File: config.mk
export PLATFORM = sky130hd
export DESIGN_NAME = exec_decode_unit
export DESIGN_NICKNAME = d
export VERILOG_FILES = /design/src/rtl/exec_decode_unit_pkg.sv /design/src/rtl/exec_decode_unit_alu_core.sv /design/src/rtl/exec_decode_unit.sv
export SDC_FILE = /design/constraint.sdc
export NUM_CORES = 1
export LEC_CHECK = 0
export BUFFER_PORTS_ARGS = -buffer_cell sky130_fd_sc_hd__buf_4
export CAP_MARGIN = 20
export CORE_MARGIN = 8
export CORE_UTILIZATION = 25
export CTS_CLUSTER_DIAMETER = 150
export DETAILED_ROUTE_END_ITERATION = 10
export GPL_TIMING_DRIVEN = 0
export HOLD_SLACK_MARGIN = 0.12
export SETUP_SLACK_MARGIN = 0.05
export SLEW_MARGIN = 20
export SYNTH_ARGS = -nofsm -noshare
export SYNTH_HDL_FRONTEND = slang
export SYNTH_SLANG_ARGS = --single-unit
File: constraint.sdc
create_clock -name clk -period 9.93 [get_ports clk]
set_input_delay 1.4895 -clock clk [delete_from_list [all_inputs] [get_ports clk]]
set_output_delay 1.4895 -clock clk [all_outputs]
set_load 0.01 [all_outputs]
File: src/rtl/exec_decode_unit_pkg.sv
// rtl/exec_decode_unit_pkg.sv - shared opcode, funct, aluop and aluctl encodings
package exec_decode_unit_pkg;

  localparam logic [5:0] OP_RTYPE = 6'b000000;
  localparam logic [5:0] OP_LW    = 6'b100011;
  localparam logic [5:0] OP_SW    = 6'b101011;
  localparam logic [5:0] OP_BEQ   = 6'b000100;
  localparam logic [5:0] OP_BNE   = 6'b000101;
  localparam logic [5:0] OP_ADDI  = 6'b001000;
  localparam logic [5:0] OP_J     = 6'b000010;

  localparam logic [5:0] FN_ADD = 6'b100000;
  localparam logic [5:0] FN_SUB = 6'b100010;
  localparam logic [5:0] FN_AND = 6'b100100;
  localparam logic [5:0] FN_OR  = 6'b100101;
  localparam logic [5:0] FN_XOR = 6'b100110;
  localparam logic [5:0] FN_NOR = 6'b100111;
  localparam logic [5:0] FN_SLT = 6'b101010;

  localparam logic [1:0] ALUOP_MEM    = 2'b00;
  localparam logic [1:0] ALUOP_BRANCH = 2'b01;
  localparam logic [1:0] ALUOP_FUNCT  = 2'b10;
  localparam logic [1:0] ALUOP_RSVD   = 2'b11;

  localparam logic [3:0] ALU_AND = 4'b0000;
  localparam logic [3:0] ALU_OR  = 4'b0001;
  localparam logic [3:0] ALU_ADD = 4'b0010;
  localparam logic [3:0] ALU_SUB = 4'b0110;
  localparam logic [3:0] ALU_SLT = 4'b0111;
  localparam logic [3:0] ALU_NOR = 4'b1100;
  localparam logic [3:0] ALU_XOR = 4'b1101;

endpackage

File: src/rtl/exec_decode_unit_alu_core.sv
// rtl/exec_decode_unit_alu_core.sv - combinational ALU: aluctl, a, b -> result, zero
module exec_alu_core
  import exec_decode_unit_pkg::*;
#(
  parameter int WIDTH = 32
) (
  input  logic [3:0]       aluctl,
  input  logic [WIDTH-1:0] a,
  input  logic [WIDTH-1:0] b,
  output logic [WIDTH-1:0] result,
  output logic             zero
);

  logic slt;

  assign slt = $signed(a) < $signed(b);

  always_comb begin
    result = '0;
    case (aluctl)
      ALU_AND: result = a & b;
      ALU_OR:  result = a | b;
      ALU_ADD: result = a + b;
      ALU_SUB: result = a - b;
      ALU_SLT: result = {{(WIDTH-1){1'b0}}, slt};
      ALU_NOR: result = ~(a | b);
      ALU_XOR: result = a ^ b;
      default: result = '0;
    endcase
  end

  assign zero = (result == '0);

endmodule

File: src/rtl/exec_decode_unit.sv
// rtl/exec_decode_unit.sv - main decode, ALU control, ALU and EX/MEM result register
module exec_decode_unit
  import exec_decode_unit_pkg::*;
#(
  parameter int WIDTH = 32
) (
  input  logic             clk,
  input  logic             rst_n,
  input  logic [5:0]       opcode,
  input  logic [5:0]       funct,
  input  logic [WIDTH-1:0] a,
  input  logic [WIDTH-1:0] b_reg,
  input  logic [WIDTH-1:0] seimm,
  input  logic             hold,
  input  logic             clear,
  output logic             regdst,
  output logic             branch_eq,
  output logic             branch_ne,
  output logic             memread,
  output logic             memwrite,
  output logic             memtoreg,
  output logic             regwrite,
  output logic             alusrc,
  output logic             jump,
  output logic [1:0]       aluop,
  output logic [3:0]       aluctl,
  output logic [WIDTH-1:0] result,
  output logic             zero,
  output logic [WIDTH-1:0] result_q,
  output logic             zero_q
);

  logic [WIDTH-1:0] operand_b;
  logic [WIDTH-1:0] result_d;
  logic             zero_d;

  always_comb begin
    regdst    = 1'b0;
    branch_eq = 1'b0;
    branch_ne = 1'b0;
    memread   = 1'b0;
    memwrite  = 1'b0;
    memtoreg  = 1'b0;
    regwrite  = 1'b0;
    alusrc    = 1'b0;
    jump      = 1'b0;
    aluop     = ALUOP_MEM;
    case (opcode)
      OP_RTYPE: begin regdst = 1'b1; regwrite = 1'b1; aluop = ALUOP_FUNCT; end
      OP_LW:    begin memread = 1'b1; memtoreg = 1'b1; alusrc = 1'b1; regwrite = 1'b1; end
      OP_SW:    begin memwrite = 1'b1; alusrc = 1'b1; end
      OP_BEQ:   begin branch_eq = 1'b1; aluop = ALUOP_BRANCH; end
      OP_BNE:   begin branch_ne = 1'b1; aluop = ALUOP_BRANCH; end
      OP_ADDI:  begin alusrc = 1'b1; regwrite = 1'b1; end
      OP_J:     jump = 1'b1;
      default:  ;
    endcase
  end

  always_comb begin
    aluctl = ALU_ADD;
    case (aluop)
      ALUOP_BRANCH: aluctl = ALU_SUB;
      ALUOP_FUNCT: begin
        case (funct)
          FN_ADD:  aluctl = ALU_ADD;
          FN_SUB:  aluctl = ALU_SUB;
          FN_AND:  aluctl = ALU_AND;
          FN_OR:   aluctl = ALU_OR;
          FN_XOR:  aluctl = ALU_XOR;
          FN_NOR:  aluctl = ALU_NOR;
          FN_SLT:  aluctl = ALU_SLT;
          default: aluctl = ALU_AND;
        endcase
      end
      default: aluctl = ALU_ADD;
    endcase
  end

  assign operand_b = alusrc ? seimm : b_reg;

  exec_alu_core #(.WIDTH(WIDTH)) u_alu (
    .aluctl (aluctl),
    .a      (a),
    .b      (operand_b),
    .result (result),
    .zero   (zero)
  );

  // Flush wins over stall so a squashed slot never leaks a stale value.
  always_comb begin
    result_d = result;
    zero_d   = zero;
    if (clear) begin
      result_d = '0;
      zero_d   = 1'b0;
    end else if (hold) begin
      result_d = result_q;
      zero_d   = zero_q;
    end
  end

  always_ff @(posedge clk or negedge rst_n) begin
    if (!rst_n) begin
      result_q <= '0;
      zero_q   <= 1'b0;
    end else begin
      result_q <= result_d;
      zero_q   <= zero_d;
    end
  end

endmodule

==> results of run 1 <==
-- sequential cells by signal, summed over array words and instances, names as in the netlist --
name      count
result_q     32
zero_q        1
-- worst reg2reg max path, delay by kind of cell, from the launching register on --
family          cells  cell delay, ns
compound gates      1            0.19
simple gates        1            0.18
flops               1            0.38
-- layer usage --
layer	GRT usage [%]	vias up	share of wire, %
met3	4.008	79	8.0
met2	30.57	432	45
met4	6.393	2	3.4
li1	-	4600	-
met5	0	-	0.032
met1	24.46	4515	44
-- synthesized netlist by cell type, drive strengths merged (5+ instances only) --
cell type,n
o2111ai,8
xor2,7
nor2b,14
nor4,21
or2,8
a21o,15
inv,115
xnor2,21
nand4,10
and2,5
o211ai,14
o221ai,12
o21bai,8
clkbuf,39
a211oi,20
nand2b,13
o311ai,6
o22ai,11
o31ai,17
o21ai,59
ha,103
nand3,22
nand2,168
o21a,9
a221oi,9
dfrtp,33
a22oi,7
and3,7
nor2,118
mux2i,33
or4,8
a31oi,14
a21oi,100
buf,28
or3,5
a2111oi,9
nor3,24
-- area by class of cell --
cell class                 instances  area, sq um  share of cell area [%]
multi-input combinational        964         6411                   63.78
sequential                        33        825.8                   8.215
tap                              402        503.0                   5.004
timing repair buffer             190         1426                   14.19
clock buffer                       8        136.4                   1.357
inverter                         117        439.2                   4.369
buffer                            67        310.3                   3.087
-- worst min path at each step --
stage,startpoint,endpoint,cells after the start,slack [ns]
2_1_floorplan,result_q[9],result_q[9],2,0.55
3_3_place_gp,result_q[8],result_q[8],2,0.50
5_1_grt,result_q[9],result_q[9],2,0.55
4_1_cts,result_q[27],result_q[27],2,0.53
6_report,result_q[16],result_q[16],2,0.52
3_5_place_dp,result_q[27],result_q[27],2,0.52
-- layout by cell type (no fill, tap or decap), drive strengths merged, types with 4 or more instances in the layout --
master,count
buf,218
nand2,168
nor2,118
inv,115
ha,103
a21oi,100
o21ai,59
clkbuf,47
mux2i,33
dfrtp,33
nor3,24
nand3,22
nor4,21
xnor2,21
a211oi,20
o31ai,17
a21o,15
nor2b,14
a31oi,14
o211ai,14
nand2b,13
o221ai,12
o22ai,11
nand4,10
a221oi,9
o21a,9
a2111oi,9
o2111ai,8
o21bai,8
or4,8
or2,8
and3,7
xor2,7
a22oi,7
o311ai,6
or3,5
and2,5
o31a,4
a22o,4
-- power groups by stage --
stage	logic, mW	clock network (mW)	registers, mW
2_1_floorplan	0.359	0	0.166
3_3_place_gp	0.629	0	0.160
3_5_place_dp	0.632	0	0.161
4_1_cts	0.635	0.150	0.159
5_1_grt	0.699	0.156	0.161
6_report	0.638	0.146	0.159
-- kinds of logic (layout without fill, tap and decap cells) --
logic type      Yosys count  count (layout)  share of synthesized area (%)
flops                    33              33                          10.35
simple gates            444             444                          26.29
compound gates          353             353                          29.86
buf+inv                 184             382                          9.395
fa+ha+maj               105             105                          16.66
mux                      34              34                          4.282
xor+xnor                 28              28                          3.168
==> metrics.md, run 1 <==
| Metric | Value |
|---|---|
| Status | `completed` |
| H-tree Lvls | `2` |
| Grt ovf | `0` |
| FF-to-FF Start | `zero_q` |
| Reg2Reg Depth | `2` |
| Crit end category | `primary output` |
| Peak supply drop | `around 0.084 mV` |
| Clock Latency Late Sink | `0.28 ns` |
| Most frequent cell on the critical path | `nand2_1` |
| Synth Flop Type | `dfrtp_1` |
| Layout cell share with drive strength beyond 1 | `17.69%` |
| Crit path cell chain | `buf_4, nor3_1, nand2_1, nand2_1, nand2_1, inv_1, buf_1, nand2_1, nand2_1, inv_1, ha_1, a211oi_1, o21ai_0, o221ai_1, a21oi_1, o31ai_1, o21ai_0, o21ai_0, o21bai_1, nand3_1, nor4_1, and4bb_1, buf_4` |
| RSZ-0062 raised after global routing | `false` |
| Setup slack after layout | `1.071 ns` |
| Ant diodes | `0` |
| Clock power share | `around 16%` |
| Worst clock skew | `0 ns` |
| Placed Instance Area | `approximately 9900 sq um` |
| First-pass GRT wire length | `56.37 mm` |
| Total GRT Usage | `18.86%` |
| Netlist Area Pre-Place | `7978 sq um` |
| Die Wd | `roughly 200 microns` |
| Fmax | `0.1129 GHz` |
| Reg2reg end | `zero_q` |
| Crit path capture | `zero` |
| Flops & latches, synth | `33` |
| Cts hold-fix bufs | `0` |
| Slew margin rel. | `31.65%` |
| Post-cts resize count | `0` |
| CTS tree | `built` |
| DRC Markers | `0` |
| Mean Syn Cell Area | `between 6 and 7 sq um` |
| Int Pwr | `0.4884 mW` |
| Hold Slack | `0.5201 ns` |
| CP startpoint kind | `input port` |
| Final Util | `31.94%` |
| Sequential element share of the synthesized area | `10.35%` |
| Antenna violations before repair | `1` |
| Vias in the first global route | `between 9000 and 10000` |
| Critical path depth in cells | `23` |
| Cell type with the largest total area after synthesis | `ha_1` |
| Tmin final | `8.859 ns` |
| Clock sinks | `33` |
| Number of CTS-inserted buffers | `5` |
| Setup slack, reg-to-reg | `9.06 ns` |
| Routed wire length | `between 30 and 40 mm` |
| Root Driver | `clkbuf_16` |
| Vias | `9628` |
| Critical path peak fanout | `10` |
| NetSw | `0.4549 mW` |
| Final setup TNS | `0 ns` |
| Seq pwr share | `16.8%` |
| Final Total Pwr | `roughly 0.94 mW` |
| Post-Layout Cell Count | `1781` |
| Post-synth EDFFs | `0` |
| Fin crit share | `89.21%` |
| Top-area cell type share of the netlist area | `16.15%` |
| Worst-Margin Slew | `1.016 ns` |
| Number of fill cells | `~3500` |
| Routed WL per cell | `21.05 microns` |
| I/O Buffers | `189` |
| Syn Nets | `1398` |
| Post-Synthesis Cells | `~1200` |
| Layout area overhead | `26.00%` |
| Nets | `1595` |
| Crit path max-delay family | `compound AO/OA/AOI/OAI gates` |
| CTS clk-pin slew, worst paths | `0.05 ns` |
| Kind of critical path | `input port to primary output` |
| Pins Over Slew Limit | `0` |
| Post-CTS setup buffers | `0` |
| Post-synth ARST share | `100.0%` |
| Largest cells by area after synthesis | `ha_1, dfrtp_1, nand2_1` |
| CP Data Required Time | `approximately 8.4 ns` |
| Netlist cell types | `86` |
| CP bufs+invs | `5` |
| Clock buffer depth | `2` |
| Pwr Density | `93.84 nW/um^2` |
| Gpl congestion | `0.9791` |
| Hold crit path type | `register to register` |
| DP HPWL | `31.36 mm` |
| Pleak | `a little under 5 nW` |
| Pre-CTS setup slack | `1.087 ns` |
| Post-DR vias/cell | `5.406` |
| Drt pass-1 iters | `7` |
| Drt initial violations | `694` |
| Detail Route Antenna Nets | `0` |
| Final instance area | `between 10000 and 15000 sq um` |
| Core area | `approximately 31000 sq um` |
| Switching power share of the total | `48.22%` |
| Top Ports | `193` |
| Initial Util | `approximately a quarter` |
| CP Launch Point | `opcode[5]` |
| Final Hold Fails | `0` |
| Max incr delay on CP | `0.88 ns` |
| Combinational share of power | `67.7%` |
| Row cnt | `65` |
| Die height | `roughly 200 microns` |
| CP arrival | `7.37 ns` |
| Synth warn | `0` |
| Final setup violation count | `0` |
| DIE AREA | `37880 sq um` |
| Placed cell count | `1773` |
| Number of max-cap violations | `0` |
| Largest net degree at the start of global routing | `34` |
| CP max stage cell | `o31ai_1` |
Note: power is estimated with default switching activity, not from simulation.
==> run 2: changes to the inputs <==
Settings changed: ABC_AREA set to 1.
==> run 2 against run 1 <==
Final area is 16% higher; via count up 21%; non-clock buffer count shrank 10; wire length increased by 19%; clock skew unchanged; critical path depth up 5; utilization shrank 0.82 points; power increased by 2.8%; sequential cell count is the same; register-to-register slack better by 0.16 ns; clock power hardly changed; highest routed layer is now met4.
==> metrics.md, run 2 <==
| Metric | Value |
|---|---|
| Netlist Area Pre-Place | `9448 sq um (was 7978 sq um)` |
| RSZ-0062 raised after global routing | `false (unchanged)` |
| Synth cell count leaders | `nand2_1, inv_1, nand3_1 (was nand2_1, nor2_1, inv_1)` |
| Sequential element share of the synthesized area | `8.741% (was 10.35%)` |
| CTS tree | `built (unchanged)` |
| Post-synth EDFFs | `0 (unchanged)` |
| Peak supply drop | `0.06081 mV (was 0.08364 mV)` |
| Final setup violation count | `0 (unchanged)` |
| Routed wire length | `44.44 mm (was 37.48 mm)` |
| Largest net degree at the start of global routing | `34 (unchanged)` |
| Pins Over Slew Limit | `0 (unchanged)` |
| H-tree Lvls | `2 (unchanged)` |
| DP HPWL | `38.66 mm (was 31.36 mm)` |
| Final instance area | `11670 sq um (was 10050 sq um)` |
| Largest cells by area after synthesis | `nand2_1, inv_1, ha_1 (was ha_1, dfrtp_1, nand2_1)` |
| CP arrival | `6.88 ns (was 7.37 ns)` |
| Root Driver | `clkbuf_16 (unchanged)` |
| Count leader, synth | `nand2_1 (unchanged)` |
| Placed Instance Area | `11530 sq um (was 9916 sq um)` |
| Critical path peak fanout | `10 (unchanged)` |
| Most frequent cells in the layout | `nand2_1, inv_1, buf_4 (was buf_4, nand2_1, nor2_1)` |
| Post-synth ARST share | `100.0% (unchanged)` |
| Post-cts resize count | `0 (unchanged)` |
| Pwr Density | `83.13 nW/um^2 (was 93.84 nW/um^2)` |
| Row cnt | `71 (was 65)` |
| Max reg flops | `32 (unchanged)` |
| Layout cell share with drive strength beyond 1 | `13.95% (was 17.69%)` |
| Final setup TNS | `0 ns (unchanged)` |
| Flops & latches, synth | `33 (unchanged)` |
| Placed cell count | `2532 (was 1773)` |
| DRC Markers | `0 (unchanged)` |
| Crit end category | `primary output (unchanged)` |
| Clock sinks | `33 (unchanged)` |
| Post-CTS setup buffers | `0 (unchanged)` |
| Biggest regs | `result_q x32, zero_q x1 (unchanged)` |
| Pleak | `7.013 nW (was 4.862 nW)` |
| Nets | `2245 (was 1595)` |
| Antenna violations before repair | `0 (was 1)` |
| Slew margin rel. | `43.34% (was 31.65%)` |
| Fmax | `0.1195 GHz (was 0.1129 GHz)` |
| Post-Synthesis Cells | `1829 (was 1181)` |
| Grt ovf | `0 (unchanged)` |
| Hold crit path type | `register to register (unchanged)` |
| Gpl congestion | `0.9909 (was 0.9791)` |
| Top Ports | `193 (unchanged)` |
| Final Hold Fails | `0 (unchanged)` |
| Cts hold-fix bufs | `0 (unchanged)` |
| Largest Register | `result_q (unchanged)` |
| Most common cell after layout, fill and taps aside | `nand2_1 (was buf_4)` |
| Mean Syn Cell Area | `5.166 sq um (was 6.755 sq um)` |
| Fin crit share | `84.27% (was 89.21%)` |
| Clock Latency Late Sink | `0.28 ns (about the same)` |
| Number of CTS-inserted buffers | `5 (unchanged)` |
| Synth Flop Type | `dfrtp_1 (unchanged)` |
| DIE AREA | `44270 sq um (was 37880 sq um)` |
| Kind of critical path | `input port to primary output (unchanged)` |
| Ant diodes | `0 (unchanged)` |
| CP Data Required Time | `8.44 ns (about the same)` |
| Worst-Margin Slew | `0.8410 ns (was 1.016 ns)` |
| First-pass GRT wire length | `66.37 mm (was 56.37 mm)` |
| Clock buffer depth | `2 (unchanged)` |
| CTS clk-pin slew, worst paths | `0.05 ns (about the same)` |
| Syn Nets | `2046 (was 1398)` |
| Vias in the first global route | `11256 (was 9362)` |
| Drt pass-1 iters | `6 (was 7)` |
| CP startpoint kind | `input port (unchanged)` |
| Initial Util | `25.20% (was 25.35%)` |
| Tmin final | `8.368 ns (was 8.859 ns)` |
| Routed WL per cell | `17.50 microns (was 21.05 microns)` |
| Die height | `210.4 microns (was 194.6 microns)` |
| Vias | `11683 (was 9628)` |
| Status | `completed (unchanged)` |
| Drt initial violations | `951 (was 694)` |
| Detail Route Antenna Nets | `0 (unchanged)` |
| Total GRT Usage | `19.57% (was 18.86%)` |
| Synth warn | `0 (unchanged)` |
| Cell type with the largest total area after synthesis | `nand2_1 (was ha_1)` |
| Post-DR vias/cell | `4.600 (was 5.406)` |
| Post-Layout Cell Count | `2540 (was 1781)` |
| Layout area overhead | `23.48% (was 26.00%)` |
| Number of max-cap violations | `0 (unchanged)` |
| Worst clock skew | `0 ns (unchanged)` |
| Core area | `37490 sq um (was 31470 sq um)` |
| Netlist cell types | `39 (was 86)` |
| Die Wd | `210.4 microns (was 194.6 microns)` |
| I/O Buffers | `192 (was 189)` |
| Top-area cell type share of the netlist area | `25.74% (was 16.15%)` |
-- run 2: cell count changes after synthesis, moves of 17 or more --
cell,change
nand3_1,+137
nor2_2,+17
a211oi_1,-19
a21oi_1,-54
mux2i_1,-33
nor2_1,+37
clkbuf_1,-25
inv_1,+291
nor4_1,-18
xnor2_1,-18
nand2_1,+481
o21ai_0,+27
-- run 2: metrics by stage --
step	hold slack, ns	power (mW)	utilization, %	worst slack, ns
finish	0.4838	0.9698	31.12	1.562
global route	0.5107	1.055	31.12	0.8387
CTS	0.4877	0.9690	31.12	1.469
detailed placement	0.4745	0.8158	30.76	1.477
global placement	0.4679	0.8105	30.75	1.104
floorplan	0.5158	0.5415	-	3.626
-- run 2: metal layers --
layer	wire, microns	vias up	share of wire, %	global-route usage (%)
met5	0	-	0	0
met4	1286	0	2.9	5.478
li1	-	5881	-	-
met1	19890	5300	45	26.33
met2	19820	446	45	32.32
met3	3438	56	7.7	2.688
-- run 2: cell type report --
cell class / count / area [sq um]
fill: 4331 / 25820
multi-input combinational: 1332 / 6780
inverter: 409 / 1535
timing repair buffer: 192 / 1441
sequential: 33 / 825.8
tap: 511 / 639.4
buffer: 55 / 307.8
clock buffer: 8 / 136.4
-- run 2: critical path: stages --
cell and delay (ns):
buf_4 0.11, nor2_1 0.09, inv_1 0.08, nor2_1 0.12, nand3_1 0.12, o21ai_0 0.51, clkbuf_1 0.37, clkbuf_1 0.60
o21ai_0 0.31, ha_1 0.29, fa_1 0.42, inv_1 0.15, nand3_1 0.10, nand3_1 0.28, nand2_1 0.09, nand2_1 0.21
nand2_1 0.13, nand3_1 0.09, nand2_1 0.05, nand3_1 0.13, nand2_1 0.07, nor2_1 0.31, nand2_1 0.09, nor2_1 0.10
nand2_1 0.08, nor2_1 0.18, and2_1 0.16, buf_4 0.12
-- run 2: final timing paths --
path | start | endpoint | slack [ns] | cells past startpoint
worst min-delay path | result_q[3] | result_q[3] | 0.48 | 2
worst min register to register | result_q[3] | result_q[3] | 0.48 | 2
min in group asynchronous | rst_n | result_q[0] | 1.14 | 1
max in group asynchronous | rst_n | result_q[27] | 8.47 | 1
worst max register to register | result_q[0] | result_q[0] | 9.22 | 1
worst max-delay path | opcode[5] | zero | 1.56 | 28
-- run 2: kinds of logic (layout without fill, tap and decap cells) --
group	count (synthesis)	after routing	share of synthesized area [%]
AND/OR/NAND/NOR	1057	1057	47.27
buffers and inverters	464	664	19.49
AO/OA/AOI/OAI	146	146	8.211
adder cells (fa/ha/maj)	105	105	14.06
flip-flops	33	33	8.741
XOR/XNOR	24	24	2.225
-- run 2: power breakdown --
group          internal, mW  leakage (nW)  switching [mW]
combinational         0.232          6.51           0.432
clock                0.0932        0.0652          0.0557
sequential            0.149         0.439         0.00851
